==> src/rtl/bitcount_scheduler.sv <==
// bitcount_scheduler: round-robin arbiter in front of one shared
// shift-and-count popcount datapath. The winning requester's word is
// captured on its grant edge, shifted right one bit per cycle while the
// set bits are counted, and the count is returned tagged with the
// requester index.
//
// Handshake: a result transfers on any rising clk edge where
// result_valid && result_ready are both high; result_valid, result and
// result_id stay stable from the cycle result_valid rises until that edge,
// and result_ready may be driven freely (it has no effect on other outputs).
module bitcount_scheduler #(
  parameter int N_REQ   = 4,
  parameter int WIDTH_A = 8,
  parameter int WIDTH_B = 4,
  localparam int ID_W   = $clog2(N_REQ)
) (
  input  logic                       clk,
  input  logic                       reset,
  input  logic [N_REQ-1:0]           req,
  input  logic [N_REQ*WIDTH_A-1:0]   data,
  output logic [N_REQ-1:0]           gnt,
  output logic                       busy,
  output logic                       result_valid,
  output logic [WIDTH_B-1:0]         result,
  output logic [ID_W-1:0]            result_id,
  input  logic                       result_ready,
  output logic [1:0]                 state_dbg
);

  typedef enum logic [1:0] {
    IDLE  = 2'd0,
    COUNT = 2'd1,
    DONE  = 2'd2
  } state_t;

  localparam logic [ID_W:0] N_REQ_W = (ID_W+1)'(N_REQ);

  state_t              state_q, state_d;
  logic [ID_W-1:0]     rr_ptr_q;
  logic [ID_W-1:0]     id_q;
  logic [WIDTH_A-1:0]  a_q;
  logic [WIDTH_B-1:0]  b_q;

  logic [N_REQ-1:0]    rot;
  logic                found;
  logic [ID_W:0]       off_sel;
  logic [ID_W:0]       win_sum;
  logic [ID_W-1:0]     winner;
  logic [ID_W:0]       ptr_sum;
  logic [ID_W-1:0]     next_ptr;

  // Round-robin pick: rotate req so rr_ptr sits at bit 0, take the lowest
  // set bit, then map the offset back to an absolute requester index.
  always_comb begin
    rot     = N_REQ'({req, req} >> rr_ptr_q);
    found   = 1'b0;
    off_sel = '0;
    for (int i = N_REQ-1; i >= 0; i--) begin
      if (rot[i]) begin
        found   = 1'b1;
        off_sel = (ID_W+1)'(i);
      end
    end
    win_sum = {1'b0, rr_ptr_q} + off_sel;
    if (win_sum >= N_REQ_W) win_sum = win_sum - N_REQ_W;
    winner  = win_sum[ID_W-1:0];
    ptr_sum = {1'b0, winner} + (ID_W+1)'(1);
    if (ptr_sum == N_REQ_W) ptr_sum = '0;
    next_ptr = ptr_sum[ID_W-1:0];
  end

  // State register.
  always_ff @(posedge clk or negedge reset) begin
    if (!reset) state_q <= IDLE;
    else        state_q <= state_d;
  end

  // Next-state logic and handshake outputs. gnt is held off while reset is
  // asserted so an aborted job cannot be re-granted before release.
  always_comb begin
    state_d      = state_q;
    gnt          = '0;
    busy         = (state_q != IDLE);
    result_valid = 1'b0;
    case (state_q)
      IDLE: begin
        if (found && reset) begin
          gnt[winner] = 1'b1;
          state_d     = COUNT;
        end
      end
      COUNT: begin
        if (a_q == '0) state_d = DONE;
      end
      DONE: begin
        result_valid = 1'b1;
        if (result_ready) state_d = IDLE;
      end
      default: state_d = IDLE;
    endcase
  end

  // Datapath: capture on grant, shift/accumulate while bits remain; A and B
  // hold in DONE so result stays stable under backpressure.
  always_ff @(posedge clk or negedge reset) begin
    if (!reset) begin
      rr_ptr_q <= '0;
      id_q     <= '0;
      a_q      <= '0;
      b_q      <= '0;
    end else begin
      case (state_q)
        IDLE: begin
          if (found) begin
            a_q      <= data[winner*WIDTH_A +: WIDTH_A];
            b_q      <= '0;
            id_q     <= winner;
            rr_ptr_q <= next_ptr;
          end
        end
        COUNT: begin
          if (a_q != '0) begin
            a_q <= a_q >> 1;
            b_q <= b_q + WIDTH_B'(a_q[0]);
          end
        end
        default: ;
      endcase
    end
  end

  assign result    = b_q;
  assign result_id = id_q;
  assign state_dbg = state_q;

endmodule

==> config.mk <==
export PLATFORM = sky130hd
export DESIGN_NAME = bitcount_scheduler
export DESIGN_NICKNAME = d
export VERILOG_FILES = /design/src/rtl/bitcount_scheduler.sv
export SDC_FILE = /design/constraint.sdc
export NUM_CORES = 1
export LEC_CHECK = 0
export CAP_MARGIN = 20
export CORE_MARGIN = 8
export CORE_UTILIZATION = 30
export CTS_CLUSTER_DIAMETER = 100
export DETAILED_ROUTE_END_ITERATION = 7
export PLACE_DENSITY_LB_ADDON = 0.1
export SYNTH_ARGS = -nofsm -noshare
export SYNTH_HDL_FRONTEND = slang
export SYNTH_SLANG_ARGS = --single-unit
export TNS_END_PERCENT = 100
==> constraint.sdc <==
create_clock -name clk -period 4 [get_ports clk]
set_input_delay 1 -clock clk [delete_from_list [all_inputs] [get_ports clk]]
set_output_delay 1 -clock clk [all_outputs]
set_load 0.02 [all_outputs]
==> impl_metrics.csv <==
group,metric,value,unit
min_path,min_from,"result_id[0]$_DFFE_PN0P_",
die,rows,24,
sta,finalMaxSlewViolations,0,
flow_run,drv_cap,0,
synthesis,ys_warn_count,0,
grt,grt-ovfl-total,0,
synthesis,synth_edf_count,0,
synthesis,synth_top_cells_by_area,"dfrtp_1, nor2b_1, nand2_1, a221oi_1, o31ai_1",
routing,drtAntennaViolNets,0,
placement,place.gp.congestion,0.748,
clock_tree,clk_latency,250,ps
sta,finalHoldViolations,0,
placement,hpwlAfterDp,3490,um
routing,drt-total-wl,4390,um
finish,area_growth,62.7,%
critical_path,critPathLaunch,"req[0]",
synthesis,syn_area_per_cell,8.86,sq um
die,core_area,4350,sq um
clock_tree,numClockSinks,18,
finish,drive_above_1_share,25.4,%
synthesis,yosysMostFrequentCell,"dfrtp_1",
die,io_pins,53,
synthesis,synth_area_leader_cell,"dfrtp_1",
finish,finalNetCount,268,
grt,grt_pass1_wl,7350,um
synthesis,synth_nets,196,
grt,use_met1,13.7,%
critical_path,cp.arrival,2820,ps
synthesis,ys.flop_type,"dfrtp_1",
sta,tightest_slew,716,ps
routing,wl_per_cell,15.9,um
grt,antenna_found_initial,0,
clock_tree,clkTransAtPathRegs,70,ps
critical_path,critPathKind,"in2out",
die,die_h,83.2,um
synthesis,ys_async_sr_fraction,100,%
clock_tree,clockBufferDepth,2,
critical_path,critical_path.endpoint,"gnt[3]",
synthesis,yosys-top-cells-count,"dfrtp_1, nand2_1, nor2b_1",
clock_tree,clockRootBuffer,"clkbuf_8",
die,start_util,31.1,%
routing,remaining_drc_errors,0,
synthesis,ys_types,43,
power,total_power,1.82,mW
clock_tree,cts_buffers,3,
power,p_per_area,824,nW/um^2
run_status,status,"finished clean",
routing,first_pass_iters,4,
critical_path,cp-end-kind,"output pin",
synthesis,syn_inst,153,
finish,seqCellArea,450,sq um
finish,fillers,401,
sta,fin_skew,3.18,ps
grt,grt_use_met2,23.1,%
sta,finalCriticalPeriod,3820,ps
critical_path,critPathLaunchType,"input pin",
power,ir_worst_vdd,443,uV
power,p_leak,0.909,nW
routing,vias_per_cell,5.29,
grt,grtUsageMet3,2.83,%
finish,multi_input_area,968,sq um
die,die_x,83.2,um
placement,numPortBuffers,52,
grt,grt-busiest-layer,"met2",
critical_path,r2r-start,"rr_ptr_q[0]$_DFFE_PN0P_",
die,dieArea,6920,sq um
synthesis,syn_area,1360,sq um
critical_path,r2r-end,"a_q[4]$_DFFE_PN0P_",
grt,grt_max_degree,30,
min_path,min_path_type,"reg2reg",
sta,clock.fmax,262,MHz
clock_tree,htree_levels,1,
routing,drtIter0Drc,68,
clock_tree,tritoncts,"built",
routing,vias,1459,
finish,antenna_cells,0,
critical_path,rr_worst_depth,13,
sta,relSlewSlack,51.1,%
critical_path,cp_max_fo,3,
sta,hold_ws,502,ps
synthesis,seq_area_frac_synth,33.2,%
sta,setup_viol,0,
clock_tree,cts_hold_buf,0,
critical_path,crit_required,3000,ps
critical_path,r2r_slack,1030,ps
sta,finalCritPeriodShare,95.5,%
synthesis,ys_ff_latch,18,
sta,rsz0062_at_grt,"false",
grt,grt_pass1_vias,1573,
grt,grt_usage,12.5,%
synthesis,synth_top_area_share,33.2,%
[kinds of logic after synthesis]
logic type                 Yosys count  synth area share [%]
adders and majority gates            4                  3.69
DFF                                 18                  33.2
xor gates and xnor gates             4                  2.59
buffers and inverters                8                  2.49
muxes                                3                  2.68
AOI/OAI and AO/OA                   48                  27.3
and+or+nand+nor                     68                  28.0
[critical path, cell delays in order]
cell	delay (ps)
clkbuf_2	100
nor2_1	40
a221o_2	390
nand2_2	90
o221ai_4	110
ha_4	210
xor2_4	150
a21oi_2	60
nor2_2	150
inv_2	60
ha_1	170
and3_1	150
buf_6	130
[per-stage QoR]
stage	setup slack, ps	util (%)	cells	TNS (ps)	area (sq um)
2_1_floorplan	95.4	-	153	0	1360
3_3_place_gp	-652	47.4	270	-2510	2070
3_5_place_dp	-709	47.4	270	-2720	2070
4_1_cts	1.82	49.2	275	0	2140
5_1_grt	55.2	50.6	276	0	2200
6_report	182	50.6	276	0	2200
[state kept, by name, indices dropped and copies added (netlist names)]
name       count
result_id      2
rr_ptr_q       2
state_dbg      2
a_q            8
result         4
[area by class of cell]
class                           instances  area share [%]
Clock buffer                            4            2.50
Inverter                                1           0.170
Multi-Input combinational cell        127            43.9
Sequential cell                        18            20.4
Tap cell                               52            2.95
Timing Repair Buffer                   74            30.0
[report_power, final]
part | switching (mW) | internal (mW)
logic | 0.715 | 0.609
clock network | 0.0585 | 0.0873
registers | 0.0804 | 0.267
total | 0.854 | 0.963
[repair_timing]
action,4_1_cts,5_1_grt
setup endpoints to repair,4,4
gates cloned,0,0
pin swaps,3,4
gates resized for setup,29,20
setup buffers,1,1
[worst min-delay path by stage]
stage                                to  slack (ps)  cells after the start
6_report       result_id[0]$_DFFE_PN0P_         500                      2
5_1_grt        result_id[1]$_DFFE_PN0P_         540                      2
4_1_cts              a_q[2]$_DFFE_PN0P_         520                      2
3_5_place_dp   result_id[0]$_DFFE_PN0P_         500                      2
3_3_place_gp   result_id[0]$_DFFE_PN0P_         470                      2
2_1_floorplan        a_q[3]$_DFFE_PN0P_         470                      2
[placed cells by master, fill, tap and decap left out, types with 3 or more instances in the layout]
cell | netlist | routed
dfrtp_1 | 18 | 18
clkdlybuf4s50_1 | 0 | 44
and3_1 | 7 | 7
a221oi_1 | 7 | 7
clkbuf_2 | 0 | 4
nor3b_1 | 4 | 3
clkbuf_8 | 0 | 4
o21ai_0 | 4 | 3
o31ai_1 | 7 | 7
nor2_1 | 6 | 4
buf_4 | 0 | 21
nor2b_1 | 17 | 17
nand2_1 | 17 | 15
a2111oi_0 | 6 | 6
a21oi_1 | 8 | 8
nand2b_1 | 3 | 3
ha_1 | 4 | 3
[layer usage]
metal | part of all wire, % | up-vias
met3 | 4.3 | 2
met5 | 0 | -
li1 | - | 730
met1 | 43 | 692
met4 | 0.96 | 0
met2 | 52 | 35
Power figures use the tool's default switching activity.
